--- config.mk ---
export PLATFORM = sky130hd
export DESIGN_NAME = rf_wport_arbiter
export DESIGN_NICKNAME = d
export VERILOG_FILES = /design/src/rtl/rf_pkg.sv /design/src/rtl/rr_arb2.sv /design/src/rtl/rf_wport_arbiter.sv
export SDC_FILE = /design/constraint.sdc
export NUM_CORES = 1
export LEC_CHECK = 0
export CORE_ASPECT_RATIO = 0.8
export CORE_UTILIZATION = 27
export DETAILED_ROUTE_END_ITERATION = 10
export HOLD_SLACK_MARGIN = 0.15
export PLACE_DENSITY_LB_ADDON = 0.3
export SLEW_MARGIN = 0
export SYNTH_ARGS = -nofsm -noshare
export SYNTH_HDL_FRONTEND = slang
export SYNTH_HIERARCHICAL = 1
export SYNTH_SLANG_ARGS = --single-unit
--- constraint.sdc ---
create_clock -name clk -period 5.4 [get_ports clk]
set_clock_uncertainty 0.2 [all_clocks]
set_input_delay 1.08 -clock clk [delete_from_list [all_inputs] [get_ports clk]]
set_output_delay 1.08 -clock clk [all_outputs]
set_load 0.02 [all_outputs]
--- src/rtl/rf_pkg.sv ---
// Shared constants and state encoding for the register-file write-port arbiter.
package rf_pkg;

    localparam int AW   = 5;
    localparam int DW   = 32;
    localparam int NREG = 32;

    typedef enum logic [0:0] {
        CLEAR = 1'b0,
        RUN   = 1'b1
    } state_e;

    localparam logic [AW-1:0] REG_ZERO = {AW{1'b0}};

endpackage

--- src/rtl/rr_arb2.sv ---
// Two-input arbiter: round-robin on conflict when i_rr is set, otherwise req0 has fixed priority.
module rr_arb2 (
    input  logic       clk,
    input  logic       rstn,
    input  logic       i_en,
    input  logic       i_rr,
    input  logic [1:0] i_valid,
    output logic [1:0] o_grant
);

    logic       r_last_grant;
    logic [1:0] w_grant;

    // Same-cycle one-hot grant; on conflict favour the requester that did not win last.
    always_comb begin
        w_grant = 2'b00;
        if (i_en) begin
            case (i_valid)
                2'b01:   w_grant = 2'b01;
                2'b10:   w_grant = 2'b10;
                2'b11: begin
                    if (i_rr && (r_last_grant == 1'b0)) begin
                        w_grant = 2'b10;
                    end else begin
                        w_grant = 2'b01;
                    end
                end
                default: w_grant = 2'b00;
            endcase
        end else begin
            w_grant = 2'b00;
        end
    end

    // Remember the most recent winner; hold when nothing is granted.
    always_ff @(posedge clk or negedge rstn) begin
        if (!rstn) begin
            r_last_grant <= 1'b1;
        end else if (w_grant != 2'b00) begin
            r_last_grant <= w_grant[1];
        end else begin
            r_last_grant <= r_last_grant;
        end
    end

    assign o_grant = w_grant;

endmodule

--- src/rtl/rf_wport_arbiter.sv ---
// Owns the register-file write port: arbitrates two write-back requesters and
// runs a clear sequence that zeroes r1..NREG-1 after reset and on request.
module rf_wport_arbiter #(
    parameter int AW           = rf_pkg::AW,
    parameter int DW           = rf_pkg::DW,
    parameter int NREG         = rf_pkg::NREG,
    parameter int CLR_ON_RESET = 1,
    parameter int RR           = 1
) (
    input  logic          clk,
    input  logic          rstn,
    input  logic          clear_req,
    output logic          busy,
    input  logic          req0_valid,
    output logic          req0_ready,
    input  logic [AW-1:0] req0_addr,
    input  logic [DW-1:0] req0_data,
    input  logic          req1_valid,
    output logic          req1_ready,
    input  logic [AW-1:0] req1_addr,
    input  logic [DW-1:0] req1_data,
    output logic          rf_we,
    output logic [AW-1:0] rf_wa,
    output logic [DW-1:0] rf_wd
);

    import rf_pkg::*;

    localparam logic [AW-1:0] CNT_FIRST = AW'(1);
    localparam logic [AW-1:0] CNT_LAST  = AW'(NREG - 1);
    localparam logic [AW-1:0] ADDR_ZERO = AW'(REG_ZERO);
    localparam state_e        RST_STATE = (CLR_ON_RESET != 0) ? CLEAR : RUN;

    state_e        r_state;
    state_e        w_state_nxt;
    logic [AW-1:0] r_clr_cnt;
    logic [AW-1:0] w_clr_cnt_nxt;
    logic [1:0]    w_grant;
    logic          w_run;
    logic          w_clr_last;

    assign w_run      = (r_state == RUN);
    assign w_clr_last = (r_clr_cnt == CNT_LAST);

    rr_arb2 u_arb (
        .clk     (clk),
        .rstn    (rstn),
        .i_en    (w_run),
        .i_rr    ((RR != 0) ? 1'b1 : 1'b0),
        .i_valid ({req1_valid, req0_valid}),
        .o_grant (w_grant)
    );

    // State and clear-address registers.
    always_ff @(posedge clk or negedge rstn) begin
        if (!rstn) begin
            r_state   <= RST_STATE;
            r_clr_cnt <= CNT_FIRST;
        end else begin
            r_state   <= w_state_nxt;
            r_clr_cnt <= w_clr_cnt_nxt;
        end
    end

    // Next state: CLEAR sweeps 1..NREG-1 once; RUN enters CLEAR the cycle after clear_req.
    always_comb begin
        w_state_nxt   = r_state;
        w_clr_cnt_nxt = r_clr_cnt;
        case (r_state)
            CLEAR: begin
                if (w_clr_last) begin
                    w_state_nxt   = RUN;
                    w_clr_cnt_nxt = CNT_FIRST;
                end else begin
                    w_clr_cnt_nxt = r_clr_cnt + AW'(1);
                end
            end
            RUN: begin
                if (clear_req) begin
                    w_state_nxt = CLEAR;
                end else begin
                    w_state_nxt = RUN;
                end
            end
            default: begin
                w_state_nxt   = RST_STATE;
                w_clr_cnt_nxt = CNT_FIRST;
            end
        endcase
    end

    // Write-port mux; outputs are forced quiet while reset is held.
    always_comb begin
        busy       = 1'b0;
        req0_ready = 1'b0;
        req1_ready = 1'b0;
        rf_we      = 1'b0;
        rf_wa      = {AW{1'b0}};
        rf_wd      = {DW{1'b0}};
        if (!rstn) begin
            busy = (CLR_ON_RESET != 0);
        end else begin
            case (r_state)
                CLEAR: begin
                    busy  = 1'b1;
                    rf_we = 1'b1;
                    rf_wa = r_clr_cnt;
                end
                RUN: begin
                    req0_ready = w_grant[0];
                    req1_ready = w_grant[1];
                    // Writes to r0 are accepted but never reach the RF.
                    if (w_grant[0]) begin
                        rf_we = (req0_addr != ADDR_ZERO);
                        rf_wa = req0_addr;
                        rf_wd = req0_data;
                    end else if (w_grant[1]) begin
                        rf_we = (req1_addr != ADDR_ZERO);
                        rf_wa = req1_addr;
                        rf_wd = req1_data;
                    end else begin
                        rf_we = 1'b0;
                    end
                end
                default: begin
                    busy = 1'b0;
                end
            endcase
        end
    end

endmodule
# Yosys cells after proc, flatten, opt, wreduce, memory -nomap -nowiden
# Index checks and enable logic that the tools add are counted.
[classes]
muxes = 25
addsub = 1
bitwise = 1
n_reduce_logical = 3
eq_ne = 4
[op_table]
columns = ["op", "n"]
rows = [
  ["32-bit 2-to-1 mux", 4],
  ["5-bit 2-to-1 mux", 4],
  ["1-bit 2-to-1 mux", 11],
  ["5-bit one-hot mux with 2 select lines", 1],
  ["5-bit nonzero test", 2],
  ["2-bit one-hot mux with 3 select lines", 1],
  ["5-bit by 1-bit adder with 5-bit output (second input constant)", 1],
  ["5-bit equality test (second input constant)", 1],
  ["2-bit equality test (second input constant)", 2],
  ["2-bit 2-to-1 mux", 2],
  ["1-bit one-hot mux with 2 select lines", 2],
  ["2-bit by 1-bit equality test with 1-bit output (second input constant)", 1],
  ["2-bit nonzero test", 1],
  ["1-bit NOT", 1],
]
[totals]
out_inout_bits = 41
input_bits = 79
wordCells = 37
register_bits = 7

# Logic depth before layout (Yosys ltp)
[logic_depth]
depth_word = 7
ltp_mapped = 7
depth_no_buf = 6

# Hierarchy
# The synthesis kept the hierarchy.
[modules_own_cells]
columns = ["mod", "area_each_um2", "n_inst", "cells_each"]
rows = [
  ["rf_wport_arbiter", 825.8, 1, 97],
  ["rr_arb2", 80.1, 1, 9],
]

# Worst setup path before layout
# Ideal clock, no wire load.
[synth_timing]
kind = "input -> output"
start = "input req0_valid"
end = "output rf_wd[21]"
path_buffers = 3
t_arrival_ps = 2192
stages = 7
path_slack_ps = 1928
path_cell_list = "nand2_1 a31oi_1 buf_4 and3_1 buf_2 buf_2 a22o_1"
[synth_rtl]
columns = ["element", "line", "rtl"]
rows = [
  ["from (decl)", "rf_wport_arbiter.sv:14", "input logic req0_valid,"],
  ["2-bit equality test or 2-bit by 1-bit equality test with 1-bit output (tied branches)", "rr_arb2.sv:18", "case (i_valid)"],
  ["2-bit one-hot mux with 3 select lines (*)", "rr_arb2.sv:18", ""],
  ["2-bit 2-to-1 mux (*)", "rr_arb2.sv:17", "if (i_en) begin"],
  ["via w_grant[0]", "rf_wport_arbiter.sv:38", "logic [1:0] w_grant;"],
  ["32-bit 2-to-1 mux (*)", "rf_wport_arbiter.sv:113", "if (w_grant[0]) begin"],
  ["32-bit 2-to-1 mux (*)", "rf_wport_arbiter.sv:103", "case (r_state)"],
  ["32-bit 2-to-1 mux (*)", "rf_wport_arbiter.sv:100", "if (!rstn) begin"],
  ["to (decl)", "rf_wport_arbiter.sv:24", "output logic [DW-1:0] rf_wd"],
]
# The timed path passes the listed nets; every way through them passes the cells marked *.

# Worst setup path in the final report
[layout_timing]
start = "input req1_valid"
end = "output rf_wd[9]"
[layout_via]
elab_chain_len = 7
[layout_rtl]
columns = ["element", "line", "rtl"]
rows = [
  ["from (decl)", "rf_wport_arbiter.sv:18", "input logic req1_valid,"],
  ["2-bit equality test or 2-bit by 1-bit equality test with 1-bit output (tied branches)", "rr_arb2.sv:18", ""],
  ["2-bit one-hot mux with 3 select lines (*)", "rr_arb2.sv:18", ""],
  ["2-bit 2-to-1 mux (*)", "rr_arb2.sv:17", ""],
  ["via w_grant[1]", "rf_wport_arbiter.sv:38", ""],
  ["32-bit 2-to-1 mux (*)", "rf_wport_arbiter.sv:117", "end else if (w_grant[1]) begin"],
  ["32-bit 2-to-1 mux (*)", "rf_wport_arbiter.sv:113", ""],
  ["32-bit 2-to-1 mux (*)", "rf_wport_arbiter.sv:103", ""],
  ["32-bit 2-to-1 mux (*)", "rf_wport_arbiter.sv:100", ""],
]
# Marks and branches as above.

==> run metrics <==
run status complete, no violations; reg-to-reg endpoint r_clr_cnt[2]$_DFFE_PN0N_; clock tree from TritonCTS built; die extent in x 66.8 µm; Critical Path Sink Type output port; top post-synthesis cells by area sky130_fd_sc_hd__a22o_1 32%, sky130_fd_sc_hd__dfrtp_1 14%, sky130_fd_sc_hd__buf_6 7.5%, sky130_fd_sc_hd__dfstp_2 5.8%, sky130_fd_sc_hd__o21ai_0 5.0%; multi-input logic area 622 µm²; global-route wire length before repair 5980 µm; critical setup path kind in2out; final worst path period need 4840 ps; reg2reg start r_clr_cnt[0]$_DFFE_PN1N_; Max Slew Vio Count 0; area of all sequential standard cells 178 µm²; Wirelength per Cell 16.5 µm; clock slew at reported path FFs 40 ps; path class of the lowest-slack min-delay path reg2reg; Worst VDD drop 282 µV; number of fillers in the final layout 258; number of sinks handled by clock tree synthesis 7; Max Clk Rate 0.207 GHz; number of clock buffers inserted by TritonCTS 3; leading cell types in the layout, fill and taps excluded 119 x sky130_fd_sc_hd__clkdlybuf4s50_1, 33 x sky130_fd_sc_hd__a22o_1, 9 x sky130_fd_sc_hd__o21ai_0; synthesis warning total 6; global route total overflow 0; number of search-and-repair iterations in the first detailed-routing pass 5; area of the die 0.00359 mm²; violation count after the first detailed-route iteration 26; main combinational cell family by area after synthesis compound AO/OA/AOI/OAI gates; count of final setup violators 0; FP Rows 18; Die Y-Extent 53.8 µm; unrepaired setup endpoints after global routing no; fraction of layout instances using a drive strength above 1 6.33%; routed via count 1319; Final Hold Violating Endpoints 0; worst relative slew slack 52.6%; Hold Startpoint u_arb/r_last_grant$_DFFE_PN1P_; total routed wirelength 4320 µm; net count reported at finish 303; starting density of the core 28.9%; total standard cell area after synthesis 906 µm²; max-cap violations 0; quantity of I/O buffers inserted on ports 119; via count of the first global-routing pass 1244; initial antenna violation count 0; routed via count divided by cell count 5.05; count of hold-fix buffers inserted at cts 0; insertion delay to the later sink of the worst-skew pair 230 ps; Post-DRT Antenna Nets 0; critical path fanouts, max 33; mux cell area share after synthesis 2.49%; Residual DRC 0; worst setup slack for register-to-register paths 3570 ps; Leak Pwr 0.000805 µW; simple-gate share of the synthesized area 15.2%; count of mapped cells out of synthesis 106; antenna diode count 0; area added between synthesis and finish 134%; HPWL after detailed placement 3590 µm; Post-CTS Setup Bufs 0; average size of a mapped cell 8.55 µm²; proportion of synthesized chip area in sequential cells 19.6%; proportion of netlist area held by the largest area contributor 31.9%; complex-gate fraction of the synthesized area 47.4%; flip-flop and latch count after synthesis 7; transition time of the tightest slew-check pin 710 ps; cell taking the most area after synthesis sky130_fd_sc_hd__a22o_1; io pins 120; xor and xnor area share after synthesis 0%; Root Buffer Master sky130_fd_sc_hd__clkbuf_8; Longest Clk Path Bufs 2; fraction of the cycle the final worst path needs 89.6%; largest net degree at the start of global routing 34; startpoint type of the worst setup path input port; Tot GR Track Use 22.1%; total of cells resized after clock tree synthesis 0; final worst hold slack 305 ps; crit path DAT 3560 ps; ratio of total power to cell area 239 mW/mm²; Worst Hold Depth 2; Endpoint, Worst Hold u_arb/r_last_grant$_DFFE_PN1P_; arithmetic-cell share of the synthesized area counting full adders, half adders and majority gates 2.76%; CORE AREA 0.00313 mm²; maximum level of the CTS H-tree 1; global placer's final weighted congestion 0.799; FF-to-FF path depth 6; summed negative setup slack over all endpoints 0 ps; count of different cell masters after synthesis 31; most frequent standard cell in the layout excluding fill and tap cells sky130_fd_sc_hd__clkdlybuf4s50_1; required arrival time at the worst endpoint 4120 ps
-- cells by family (layout without fill, tap and decap cells) --
family          count (synthesis)  count (layout)
simple gates                   24              24
buf+inv                        15             129
other cells                     1               2
fa+ha+maj                       2               2
compound gates                 55              55
flops                           7               7
mux                             2               2
-- worst max-delay path by stage --
stage | slack (ps) | start | end
2_1_floorplan | 1930 | req0_valid | rf_wd[21]
3_3_place_gp | 680 | req1_valid | rf_wd[26]
3_5_place_dp | 530 | req1_valid | rf_wd[26]
4_1_cts | 520 | req1_valid | rf_wd[26]
5_1_grt | 420 | req1_valid | rf_wd[26]
6_report | 560 | req1_valid | rf_wd[9]
-- power by group --
| group | internal (µW) | total, µW | switching, µW |
|---|---|---|---|
| clock | 51.2 | 75.0 | 23.9 |
| sequential | 85.9 | 129 | 42.8 |
| combinational | 165 | 302 | 137 |
| total | 302 | 506 | 203 |
-- per-layer routing --
metal | global-route usage (%) | wire length, µm | share of wire [%] | vias up
met5 | 0 | 0 | 0 | -
met1 | 24.4 | 1590 | 37 | 607
met3 | 5.72 | 327 | 7.6 | 4
met2 | 43.6 | 2370 | 55 | 59
li1 | - | - | - | 649
met4 | 2.84 | 32 | 0.74 | 0
-- cell usage after synthesis --
master,count
sky130_fd_sc_hd__buf_2,4
sky130_fd_sc_hd__nor3_1,1
sky130_fd_sc_hd__buf_6,6
sky130_fd_sc_hd__nor2b_1,1
sky130_fd_sc_hd__o21ai_1,1
sky130_fd_sc_hd__dfstp_2,2
sky130_fd_sc_hd__a31oi_1,2
sky130_fd_sc_hd__a22o_1,33
sky130_fd_sc_hd__clkbuf_1,1
sky130_fd_sc_hd__nor2_1,6
sky130_fd_sc_hd__nand2b_1,2
sky130_fd_sc_hd__o21ai_0,9
sky130_fd_sc_hd__nor2b_4,1
sky130_fd_sc_hd__a22oi_1,1
sky130_fd_sc_hd__or4_1,2
sky130_fd_sc_hd__nand2_1,5
sky130_fd_sc_hd__buf_4,1
sky130_fd_sc_hd__nand4_1,1
sky130_fd_sc_hd__a32oi_2,1
sky130_fd_sc_hd__dfrtp_1,5
sky130_fd_sc_hd__and3_1,2
sky130_fd_sc_hd__a221oi_1,3
sky130_fd_sc_hd__nand3_1,1
sky130_fd_sc_hd__a21oi_1,4
sky130_fd_sc_hd__conb_1,1
sky130_fd_sc_hd__mux2_2,2
sky130_fd_sc_hd__inv_1,3
sky130_fd_sc_hd__o211ai_1,1
sky130_fd_sc_hd__ha_1,2
sky130_fd_sc_hd__and3_4,1
sky130_fd_sc_hd__nand2b_2,1
-- layout make-up --
type | instances | area share (%)
clock buffers | 4 | 2.13
inverters | 3 | 0.531
well taps | 40 | 2.36
multi-input cells | 85 | 29.3
flip-flops and latches | 7 | 8.38
repair buffers | 122 | 57.3
-- stage by stage --
stage | cell area [µm²] | utilization, % | worst slack [ps] | power [µW] | std cells
2_1_floorplan | 910 | - | 1930 | 288 | 107
3_3_place_gp | 2070 | 66.3 | 684 | 412 | 257
3_5_place_dp | 2070 | 66.3 | 534 | 430 | 257
4_1_cts | 2120 | 67.7 | 525 | 508 | 261
5_1_grt | 2120 | 67.7 | 418 | 545 | 261
6_report | 2120 | 67.7 | 564 | 506 | 261
-- state kept, by name, summed over array words and instances, names as in the netlist --
signal,cells
r_clr_cnt,5
r_state,1
u_arb/r_last_grant,1
-- worst max-delay path, stage by stage --
cell	delay, ps
sky130_fd_sc_hd__clkdlybuf4s50_1	480
sky130_fd_sc_hd__nand2_1	90
sky130_fd_sc_hd__a21oi_1	220
sky130_fd_sc_hd__and3_4	220
sky130_fd_sc_hd__nor2b_4	600
sky130_fd_sc_hd__a22o_1	250
sky130_fd_sc_hd__clkdlybuf4s50_1	610
Power figures use the tool's default switching activity.
==> RTL change (same flow settings) <==
The package constant `AW` goes from 5 to 6.
--- a/src/rtl/rf_pkg.sv
+++ b/src/rtl/rf_pkg.sv
@@ -2,5 +2,5 @@
 package rf_pkg;
 
-    localparam int AW   = 5;
+    localparam int AW   = 6;
     localparam int DW   = 32;
     localparam int NREG = 32;
Ports: changed (resized req0_addr, req1_addr and rf_wa); port bits go from 120 to 123. No check against the original RTL was run, so the function may have changed too.
==> RTL change against the original RTL <==
- power down 7.7%
- cell area up 6.7%
- largest cell class unchanged
- sequential cell count up 1
- via count up 5.5%
- first-iteration DRC count rose to 2.5 times the old value
- worst setup slack better by 110 ps
- synthesized cell count up 3.8%
- maximum frequency up 2.2%
- wire length up 3.8%
- area after synthesis up 11%
==> RTL change: results (changes against the original RTL) <==
final_layout:
  nNetsFinal: 313  # +3.3%
  reg_top3: "r_clr_cnt x6, r_state x1, u_arb/r_last_grant x1"
  drive_gt1_share_pct: 12.7  # +6.3 points
place:
  post-place-cells: 268  # +4.3%
  place.gp.congestion: 0.807  # +0.95%
  port_buffers: 122  # +2.5%
  pre_cts_ws_ps: 672  # +137 ps
  dp_hpwl_mm: 3.71  # +3.2%
  placed_cell_area_um2: 2220  # +7.1%
routing:
  met1_length_mm: 1.96  # +23%
  drt_iter0_drc: 65  # +150%
  wl_mm: 4.49  # +3.8%
  vias: 1392  # +5.5%
  via_per_inst: 5.14  # +1.6%
  wl_met2_mm: 2.08  # -12%
synth:
  yosysSeqAreaShare_pct: 20.1  # +0.51 points
  synth-compound-area-share_pct: 46.2  # -1.2 points
  synth.area.mux_share_pct: 3.23  # +0.74 points
  synth_common_cells: "18 x a22o_1, 14 x a22o_2, 7 x buf_2"
  synth.distinct_cells: 33  # +6.5%
  yosys.area.top_type_share_pct: 15.7  # -16 points
  synthAdderAreaFrac_pct: 1.24  # -1.5 points
timing:
  period_needed_ps: 4730  # -106 ps
  holdWs_ps: 291  # -13.5 ps
  maxSlewHeadroom_pct: 55.1  # +2.5 points
grt:
  grt_first_pass_wirelength_mm: 6.56  # +9.7%
  use_met2_pct: 35.2  # -8.4 points
  grt_use_total_pct: 21.3  # -0.80 points
  grt_pass1_vias: 1250  # +0.48%
  gr-usage-met3_pct: 4.67  # -1.1 points
critical_path:
  crit_arrival_ps: 3450  # -110 ps
  endpoint: "rf_wd[14]"
  path_max_fanout: 25  # -24%
  reg2regPathDepth: 3  # -3
status:
  status: "finished, final reports clean"
power:
  leakage_nw: 0.839  # +4.1%
worst_hold_path:
  holdCritStartpoint: "r_clr_cnt[2]"
  holdPathEnd: "r_clr_cnt[2]"
RTL change: power by group through the flow:
| stage | logic (mW) | clock network (mW) | registers (mW) |
|---|---|---|---|
| 2_1_floorplan | 0.149 | 0 | 0.120 |
| 3_3_place_gp | 0.255 | 0 | 0.137 |
| 3_5_place_dp | 0.257 | 0 | 0.137 |
| 4_1_cts | 0.259 | 0.0737 | 0.136 |
| 5_1_grt | 0.278 | 0.0761 | 0.144 |
| 6_report | 0.257 | 0.0724 | 0.137 |
RTL change: layout make-up:
type	count	area (µm²)
repair buffers	126	1260
fillers	304	1230
multi-input cells	90	694
flip-flops and latches	8	203
well taps	42	52.6
clock buffers	3	41.3
inverters	2	7.51
RTL change: worst max-delay path: stages:
cell and delay [ps]:
clkdlybuf4s50_1 480, nand2_1 80, a21oi_1 230, and3_4 210
and2b_1 370, buf_12 220, a22o_1 130, clkdlybuf4s50_1 640
